## src/rtl/cache_port_arbiter.sv

```systemverilog
`default_nettype none
// ============================================================================
// Module      : cache_port_arbiter
// Description : Shares one cache controller request port between an
//               instruction-fetch requester (A) and a data load/store
//               requester (B). Round-robin grant, one transaction in flight,
//               registered handshake towards the cache, response routed back
//               to the winner, and a timeout abort for hung transactions.
//
// Ports       : clk, rst_n                 clock / async active-low reset
//               a_req/op/addr/wdata        requester A command (held to gnt)
//               a_gnt, a_done, a_rdata,    A grant pulse, completion pulse,
//               a_err                      read data and timeout flag
//               b_*                        same set for requester B
//               c_req/op/addr/wdata        latched command to the cache
//               c_ready, c_done, c_rdata   cache accept / complete / data
//
// Revision    : 1.0 - initial release
// ============================================================================
module cache_port_arbiter #(
    parameter int ADDR_W  = 32,
    parameter int DATA_W  = 32,
    parameter int TIMEOUT = 64
) (
    input  logic              clk,
    input  logic              rst_n,

    input  logic              a_req,
    input  logic              a_op,
    input  logic [ADDR_W-1:0] a_addr,
    input  logic [DATA_W-1:0] a_wdata,
    output logic              a_gnt,
    output logic              a_done,
    output logic [DATA_W-1:0] a_rdata,
    output logic              a_err,

    input  logic              b_req,
    input  logic              b_op,
    input  logic [ADDR_W-1:0] b_addr,
    input  logic [DATA_W-1:0] b_wdata,
    output logic              b_gnt,
    output logic              b_done,
    output logic [DATA_W-1:0] b_rdata,
    output logic              b_err,

    output logic              c_req,
    output logic              c_op,
    output logic [ADDR_W-1:0] c_addr,
    output logic [DATA_W-1:0] c_wdata,
    input  logic              c_ready,
    input  logic              c_done,
    input  logic [DATA_W-1:0] c_rdata
);

    localparam int CNT_W = $clog2(TIMEOUT + 1);

    localparam logic [1:0] C_IDLE  = 2'd0;
    localparam logic [1:0] C_ISSUE = 2'd1;
    localparam logic [1:0] C_WAIT  = 2'd2;

    // Counter value in the last cycle a transaction may still complete.
    localparam logic [CNT_W-1:0] C_CNT_LAST = CNT_W'(TIMEOUT - 1);

    logic [1:0]       r_state;
    logic [1:0]       w_state_nxt;
    logic             r_rr;        // 1: B preferred on contention
    logic             r_owner;     // 1: B owns the in-flight transaction
    logic [CNT_W-1:0] r_cnt;

    logic             w_start;
    logic             w_pick_b;
    logic             w_busy;
    logic             w_done_ok;
    logic             w_timeout;
    logic             w_finish;

    logic             w_rr_nxt;
    logic             w_owner_nxt;
    logic [CNT_W-1:0] w_cnt_nxt;
    logic             w_a_gnt_nxt;
    logic             w_b_gnt_nxt;
    logic             w_a_done_nxt;
    logic             w_b_done_nxt;
    logic             w_a_err_nxt;
    logic             w_b_err_nxt;
    logic [DATA_W-1:0] w_a_rdata_nxt;
    logic [DATA_W-1:0] w_b_rdata_nxt;
    logic             w_c_req_nxt;
    logic             w_c_op_nxt;
    logic [ADDR_W-1:0] w_c_addr_nxt;
    logic [DATA_W-1:0] w_c_wdata_nxt;
    logic [DATA_W-1:0] w_fin_rdata;
    logic              w_fin_keep;

    // ------------------------------------------------------------------
    // Arbitration and completion decode
    // ------------------------------------------------------------------
    assign w_start   = (r_state == C_IDLE) && (a_req || b_req);
    // B wins when it is alone, or when both ask and B holds the priority.
    assign w_pick_b  = b_req && (!a_req || r_rr);
    assign w_busy    = (r_state == C_ISSUE) || (r_state == C_WAIT);
    // An accept and completion in the same ISSUE cycle finishes directly.
    assign w_done_ok = ((r_state == C_ISSUE) && c_ready && c_done) ||
                       ((r_state == C_WAIT) && c_done);
    // A real completion on the terminal count takes precedence.
    assign w_timeout = w_busy && !w_done_ok && (r_cnt == C_CNT_LAST);
    assign w_finish  = w_done_ok || w_timeout;

    // Read data handed back on completion; writes leave rdata untouched.
    assign w_fin_keep  = !w_timeout && c_op;
    assign w_fin_rdata = w_timeout ? '0 : c_rdata;

    // ------------------------------------------------------------------
    // FSM: state register
    // ------------------------------------------------------------------
    always_ff @(posedge clk or negedge rst_n) begin
        if (!rst_n) begin
            r_state <= C_IDLE;
        end else begin
            r_state <= w_state_nxt;
        end
    end

    // ------------------------------------------------------------------
    // FSM: next state
    // ------------------------------------------------------------------
    always_comb begin
        w_state_nxt = r_state;
        case (r_state)
            C_IDLE:  if (w_start) w_state_nxt = C_ISSUE;
            C_ISSUE: begin
                if (w_finish)     w_state_nxt = C_IDLE;
                else if (c_ready) w_state_nxt = C_WAIT;
            end
            C_WAIT:  if (w_finish) w_state_nxt = C_IDLE;
            default: w_state_nxt = C_IDLE;
        endcase
    end

    // ------------------------------------------------------------------
    // FSM: outputs (next values of the registered outputs and datapath)
    // ------------------------------------------------------------------
    always_comb begin
        w_rr_nxt      = r_rr;
        w_owner_nxt   = r_owner;
        w_cnt_nxt     = r_cnt;
        w_a_gnt_nxt   = 1'b0;
        w_b_gnt_nxt   = 1'b0;
        w_a_done_nxt  = 1'b0;
        w_b_done_nxt  = 1'b0;
        w_a_err_nxt   = 1'b0;
        w_b_err_nxt   = 1'b0;
        w_a_rdata_nxt = a_rdata;
        w_b_rdata_nxt = b_rdata;
        w_c_req_nxt   = c_req;
        w_c_op_nxt    = c_op;
        w_c_addr_nxt  = c_addr;
        w_c_wdata_nxt = c_wdata;

        case (r_state)
            C_IDLE: begin
                if (w_start) begin
                    w_owner_nxt   = w_pick_b;
                    w_rr_nxt      = ~w_pick_b;   // loser gets priority next
                    w_cnt_nxt     = '0;
                    w_c_req_nxt   = 1'b1;
                    w_a_gnt_nxt   = ~w_pick_b;
                    w_b_gnt_nxt   = w_pick_b;
                    w_c_op_nxt    = w_pick_b ? b_op    : a_op;
                    w_c_addr_nxt  = w_pick_b ? b_addr  : a_addr;
                    w_c_wdata_nxt = w_pick_b ? b_wdata : a_wdata;
                end
            end
            C_ISSUE, C_WAIT: begin
                if (w_finish) begin
                    w_c_req_nxt = 1'b0;
                    w_cnt_nxt   = '0;
                    if (r_owner) begin
                        w_b_done_nxt = 1'b1;
                        w_b_err_nxt  = w_timeout;
                        if (!w_fin_keep) w_b_rdata_nxt = w_fin_rdata;
                    end else begin
                        w_a_done_nxt = 1'b1;
                        w_a_err_nxt  = w_timeout;
                        if (!w_fin_keep) w_a_rdata_nxt = w_fin_rdata;
                    end
                end else begin
                    w_cnt_nxt = r_cnt + CNT_W'(1);
                    if ((r_state == C_ISSUE) && c_ready) w_c_req_nxt = 1'b0;
                end
            end
            default: ;
        endcase
    end

    // ------------------------------------------------------------------
    // Output and datapath registers
    // ------------------------------------------------------------------
    always_ff @(posedge clk or negedge rst_n) begin
        if (!rst_n) begin
            r_rr    <= 1'b0;
            r_owner <= 1'b0;
            r_cnt   <= '0;
            a_gnt   <= 1'b0;
            b_gnt   <= 1'b0;
            a_done  <= 1'b0;
            b_done  <= 1'b0;
            a_err   <= 1'b0;
            b_err   <= 1'b0;
            a_rdata <= '0;
            b_rdata <= '0;
            c_req   <= 1'b0;
            c_op    <= 1'b0;
            c_addr  <= '0;
            c_wdata <= '0;
        end else begin
            r_rr    <= w_rr_nxt;
            r_owner <= w_owner_nxt;
            r_cnt   <= w_cnt_nxt;
            a_gnt   <= w_a_gnt_nxt;
            b_gnt   <= w_b_gnt_nxt;
            a_done  <= w_a_done_nxt;
            b_done  <= w_b_done_nxt;
            a_err   <= w_a_err_nxt;
            b_err   <= w_b_err_nxt;
            a_rdata <= w_a_rdata_nxt;
            b_rdata <= w_b_rdata_nxt;
            c_req   <= w_c_req_nxt;
            c_op    <= w_c_op_nxt;
            c_addr  <= w_c_addr_nxt;
            c_wdata <= w_c_wdata_nxt;
        end
    end

endmodule
`default_nettype wire

```

## config.mk

```make
export PLATFORM = sky130hd
export DESIGN_NAME = cache_port_arbiter
export DESIGN_NICKNAME = d
export VERILOG_FILES = /design/src/rtl/cache_port_arbiter.sv
export SDC_FILE = /design/constraint.sdc
export NUM_CORES = 1
export LEC_CHECK = 0
export CAP_MARGIN = 10
export CORE_ASPECT_RATIO = 1.1
export CORE_MARGIN = 4
export CORE_UTILIZATION = 34
export CTS_CLUSTER_SIZE = 10
export DETAILED_ROUTE_END_ITERATION = 10
export PLACE_DENSITY = 0.77
export REMOVE_ABC_BUFFERS = 1
export SETUP_SLACK_MARGIN = 0.15
export SLEW_MARGIN = 20
export SYNTH_ARGS = -nofsm -noshare
export SYNTH_HDL_FRONTEND = slang
export SYNTH_SLANG_ARGS = --single-unit
export TNS_END_PERCENT = 5
```

## constraint.sdc

```tcl
create_clock -name clk -period 1.85 [get_ports clk]
set_clock_uncertainty 0.05 [all_clocks]
set_input_delay 0.37 -clock clk [delete_from_list [all_inputs] [get_ports clk]]
set_output_delay 0.37 -clock clk [all_outputs]
set_load 0.005 [all_outputs]
```

; ---- Word-level counts from Yosys, hierarchy flattened
; Index checks and enable logic that the tools add are counted.
[word_totals]
inputBits = 168
regBits = 147
output_inout_bits = 136
[classes]
add_sub_neg = 1
n_reduce_logical = 25
eq_ne = 7
mux = 32
bitwise = 3
[ops]
columns = op, count
row1 = 32-bit 2-to-1 mux, 3
row2 = 1-bit 2-to-1 mux, 20
row3 = 7-bit 2-to-1 mux, 2
row4 = 7-bit one-hot mux with 2 select lines, 1
row5 = 1-bit logical AND, 8
row6 = 2-bit 2-to-1 mux, 4
row7 = 4-bit AND reduction, 2
row8 = "7-bit by 1-bit adder with 7-bit output, second input constant", 1
row9 = "7-bit by 6-bit equality test with 1-bit output, second input constant", 1
row10 = "3-bit != test, second input constant", 2
row11 = 2-bit one-hot mux with 3 select lines, 1
row12 = 3-bit AND reduction, 2
row13 = 1-bit logical OR, 5
row14 = "2-bit != test, second input constant", 2
row15 = 2-bit AND reduction, 2
row16 = 1-bit zero test, 3
row17 = 1-bit NOT, 3
row18 = "2-bit by 1-bit equality test with 1-bit output, second input constant", 1
row19 = "2-bit equality test, second input constant", 1
row20 = 2-bit zero test, 1
row21 = 1-bit one-hot mux with 2 select lines, 1
row22 = 2-bit nonzero test, 1
row23 = 2-bit OR reduction, 1

; ---- Depth between registers and ports, before layout
[logic_depth]
ltp_word = 11
depth_mapped = 9
depth_no_buf = 6

; ---- Least setup slack after synthesis
; Ideal clock, no wire load.
[synth_path]
path_kind = flip-flop to flip-flop
start = register r_state[0]
end = register a_rdata[0]
arrival_time_ns = 1.693
n_path_buf = 1
setup_slack_ns = -0.014
stages_incl_launch_ff = 8
synth_period_minus_slack_ns = 1.864
cell_sequence = dfrtp_1 > inv_1 > ha_1 > a21o_1 > a2111oi_4 > o21bai_2 > buf_6 > a22o_1
[synth_via]
elab_chain_cells = 11
elab_cells_between_ends = 17
[synth_lines]
columns = element, line
row1 = "start, declared", 64  ; logic [1:0] r_state;
row2 = "start signal, assigned", 120  ; r_state <= w_state_nxt;
row3 = 2-bit by 1-bit equality test with 1-bit output, "101, 103, 160"
row4 = 1-bit logical AND (2 in a row), 103  ; assign w_done_ok = ((r_state == C_ISSUE) && c_ready && c_done) ||
row5 = 1-bit logical OR, 103
row6 = 1-bit zero test, 106  ; assign w_timeout = w_busy && !w_done_ok && (r_cnt == C_CNT_LAST);
row7 = 1-bit logical AND (2 in a row), 106
row8 = 1-bit zero test, 110  ; assign w_fin_keep = !w_timeout && c_op;
row9 = 1-bit logical AND, 110
row10 = 1-bit NOT (no source line), --
row11 = 4-bit AND reduction (no source line), --
row12 = "end signal, assigned", 226  ; a_rdata <= w_a_rdata_nxt;
row13 = "end, declared", 34  ; output logic [DATA_W-1:0] a_rdata,
; Several ways; a longest one is shown, not always the timed one.
; A chain may end at the register's enable or synchronous reset.

; ---- Worst setup path in the final report
[layout_path]
start = register r_state[0]
end = register b_rdata[15]
[layout_via]
elab_chain_cells = 11
elab_cells_between_ends = 17
[layout_lines]
columns = element, line
row1 = 2-bit by 1-bit equality test with 1-bit output, "101, 103, 160"
row2 = 1-bit logical AND (2 in a row), 103
row3 = 1-bit logical OR, 103
row4 = 1-bit zero test, 106
row5 = 1-bit logical AND (2 in a row), 106
row6 = 1-bit zero test, 110
row7 = 1-bit logical AND, 110
row8 = 1-bit NOT (no source line), --
row9 = 4-bit AND reduction (no source line), --
row10 = "end signal, assigned", 227  ; b_rdata <= w_b_rdata_nxt;
row11 = "end, declared", 43  ; output logic [DATA_W-1:0] b_rdata,
; Several ways; a longest one is shown, not always the timed one.

==> impl_table.tex <==
\begin{tabular}{lr}
\hline
Metric & Value \\
\hline
\multicolumn{2}{l}{\textbf{Critical path}} \\
\quad Crit path required time & 2.09 ns \\
\quad CP Max Fanout & 32 \\
\quad Worst setup EP type & flip-flop \\
\quad Worst Setup Path Type & reg -> reg \\
\quad Data arrival time of the critical path & 2.09 ns \\
\quad Category of the worst setup path launch point & flip-flop \\
\quad R2R Setup Slk & -0.001 ns \\
\multicolumn{2}{l}{\textbf{Final layout}} \\
\quad Most common library cell in the layout ignoring fill and taps & clkdlybuf4s50\_1 \\
\quad Inserted Diodes & 0 \\
\quad Most frequent cells in the layout & clkdlybuf4s50\_1 (169), dfrtp\_1 (146), dlygate4sd2\_1 (120) \\
\quad Share of post-route cells with drive strength above 1 & about 14\% \\
\quad Count of nets after finishing & 960 \\
\quad Area growth from synthesis to layout & 74.5\% \\
\multicolumn{2}{l}{\textbf{Clock tree}} \\
\quad Clk sinks & 147 \\
\quad TritonCTS clock tree & yes \\
\quad Post-CTS Setup Bufs & 0 \\
\quad Clock-pin slew on the worst setup and hold paths & 0.06 ns \\
\quad Source-to-sink clock delay at the later pin of the worst-skew pair & 0.42 ns \\
\quad Clock buffer count from CTS & 17 \\
\quad H-tree depth & 4 \\
\quad Buffer depth of the longest clock path & 2 \\
\quad CTS Root Cell & clkbuf\_16 \\
\multicolumn{2}{l}{\textbf{Synth}} \\
\quad Post-Synthesis Cell Area & 5840 um2 \\
\quad Count of warnings emitted by yosys & 0 \\
\quad EDFF count, synth & 0 \\
\quad Proportion of synthesized chip area in sequential cells & 63.0\% \\
\quad Share of flip-flops with an asynchronous set or reset & 100\% \\
\quad Synth Flop Type & dfrtp\_1 \\
\quad Distinct cell type count after synthesis & 35 \\
\quad Yosys reg bits & 147 \\
\quad Count of mapped cells out of synthesis & 457 \\
\quad Average size of a mapped cell & 12.8 um2 \\
\multicolumn{2}{l}{\textbf{Placement}} \\
\quad \# port buffers & 303 \\
\quad Minimum setup slack after placement & -0.292 ns \\
\quad Global placer's final weighted congestion & 0.810 \\
\quad Dpl hpwl & about 15000 um \\
\multicolumn{2}{l}{\textbf{Power and ir drop}} \\
\quad Clock Power Share & 24.4\% \\
\quad Switching power summed over all nets & 5.17 mW \\
\quad Power, Total & 16.0 mW \\
\quad Peak supply drop & 0.000759 V \\
\quad Fraction of power spent switching nets & 32.4\% \\
\quad P\_int & 10.8 mW \\
\quad Reg power frac & 34.6\% \\
\quad Ratio of total power to cell area & 1570 nW/um2 \\
\quad Combinational share of power & 41.1\% \\
\quad Total leakage power & $\sim$5.2 nW \\
\multicolumn{2}{l}{\textbf{STA}} \\
\quad Fin crit period & about 1.9 ns \\
\quad Final worst hold slack & 0.362 ns \\
\quad Highest attainable clock frequency & 0.540 GHz \\
\quad Transition time of the tightest slew-check pin & 0.348 ns \\
\quad Max transition margin & roughly three quarters \\
\quad RSZ-0062 raised after global routing & yes \\
\quad Fin. max-slew vios & 0 \\
\quad Final-report hold violation count & 0 \\
\quad Smallest setup slack after layout & -0.00146 ns \\
\quad Fin crit share & 100\% \\
\quad Setup violation total in the final timing report & 2 \\
\multicolumn{2}{l}{\textbf{Floorplan}} \\
\quad DIE HEIGHT & $\sim$150 um \\
\quad CORE AREA & 16600 um2 \\
\quad FP Rows & 49 \\
\quad Initial core utilization & 35.1\% \\
\quad IO Count & 304 \\
\quad Width of the die & 133 um \\
\quad Overall die area & 19300 um2 \\
\multicolumn{2}{l}{\textbf{Drt}} \\
\quad Count of antenna-violating nets left after detailed routing & 0 \\
\quad Detailed-routing iteration count for the pre-antenna-repair pass & 8 \\
\quad Drt wl/cell & 20.1 um \\
\quad Post-detailed-route DRC marker count & 0 \\
\quad Via Count & 5294 \\
\quad Count of routing violations after the opening detailed-route iteration & 547 \\
\quad Total Wirelength & 20700 um \\
\quad Vias per std cell & around 5.1 \\
\multicolumn{2}{l}{\textbf{Run}} \\
\quad Reported max-cap violation count & 0 \\
\multicolumn{2}{l}{\textbf{GRT}} \\
\quad Total routing usage reported by global routing & a little over a fifth \\
\quad Via count of the first global-routing pass & around 5500 \\
\quad Remaining global-route overflow & 0 \\
\quad Number of antenna violations at the first check in global routing & 0 \\
\quad Pin count of the biggest net entering global routing & 54 \\
\quad Global-route wire length before repair & between 30000 and 40000 um \\
\multicolumn{2}{l}{\textbf{Status}} \\
\quad Violated checks & negative setup slack \\
\quad Run status & finished, violations left \\
\multicolumn{2}{l}{\textbf{Hold path}} \\
\quad HP Class & in -> async \\
\hline
\end{tabular}
worst max-delay path, cell delays in order, from the launching register on:
cell,delay (ns)
dfrtp_1,0.38
inv_2,0.05
ha_2,0.19
a21o_1,0.20
a2111oi_4,0.36
o21bai_2,0.12
buf_12,0.17
a22o_1,0.19
power groups by stage:
stage	Clock, mW	Sequential, mW	Combinational (mW)
after floorplan	0	5.56	2.48
after global placement	0	5.57	7.00
after detailed placement	0	5.54	7.16
after CTS	3.96	5.51	6.46
after global routing	4.11	5.70	7.14
final	3.89	5.52	6.55
synthesized netlist by cell type (all sizes together), types with 2 or more instances:
master  instances  area [um2]
inv            73         274
nand3           4        20.0
a222oi         65         651
o21bai          2        22.5
nor3            5        35.0
clkbuf         10        37.5
a21o            4        30.0
o21ai          11        55.1
a22o           64         561
ha              4        50.1
buf            25         160
a31oi           2        12.5
nor3b           2        15.0
nor2            4        15.0
a21oi           6        30.0
a21boi          2        15.0
nand2          14        52.6
dfrtp         147        3680
path summary, 6_finish.rpt:
path | depth (start not counted) | to | startpoint
hold reg to reg | 1 | a_rdata[20] | a_rdata[20]
min in group clk | 1 | a_rdata[20] | a_rdata[20]
setup / recovery | 7 | b_rdata[15] | r_state[0]
setup reg to reg | 7 | b_rdata[15] | r_state[0]
max in group asynchronous | 3 | c_addr[26] | rst_n
hold / removal | 2 | a_rdata[3] | rst_n
kinds of logic after synthesis:
kind of cell    count (synthesis)  share of synthesized area, %
compound gates                163                          24.9
xor+xnor                        1                         0.150
fa+ha+maj                       4                         0.857
buf+inv                       108                          8.08
flops                         147                          63.0
simple gates                   34                          2.98
sequential cells by signal, indices dropped and copies added, names as in the netlist, 2 cells and up:
| signal | cells |
|---|---|
| r_state | 2 |
| r_cnt | 7 |
| b_rdata | 32 |
| c_wdata | 32 |
| a_rdata | 32 |
| c_addr | 32 |
final cells by class:
cell class / count / area, um2
inverters: 73 / 274
fillers: 1355 / 6420
repair buffers: 347 / 3410
multi-input cells: 202 / 1870
well taps: 229 / 287
flip-flops and latches: 147 / 3680
clock inverters: 13 / 219
clock buffers: 19 / 453
metal layers:
layer	vias up	routed length [um]	GRT usage, %
met3	36	1840	6.85
li1	2412	-	-
met1	2573	8660	27.8
met5	-	0	0
met2	273	9490	32.6
met4	0	670	8.26
per-stage QoR:
| stage | instances | setup TNS [ns] | util [%] | cell area [um2] |
|---|---|---|---|---|
| floorplan | 422 | -163.59 | - | 5640 |
| global placement | 997 | -20.34 | 56.9 | 9460 |
| detailed placement | 997 | -22.53 | 56.9 | 9460 |
| CTS | 1030 | -0.0146 | 60.6 | 10100 |
| global route | 1030 | -3.88 | 61.3 | 10200 |
| finish | 1030 | -0.00203 | 61.3 | 10200 |
repair_timing:
item,in CTS,in global routing
hold buffers,1,0
endpoints found under the setup margin,260,146
endpoints found under the hold margin,29,0
gates resized for setup,143,36
pin swaps,40,63
Power figures use the tool's default switching activity.
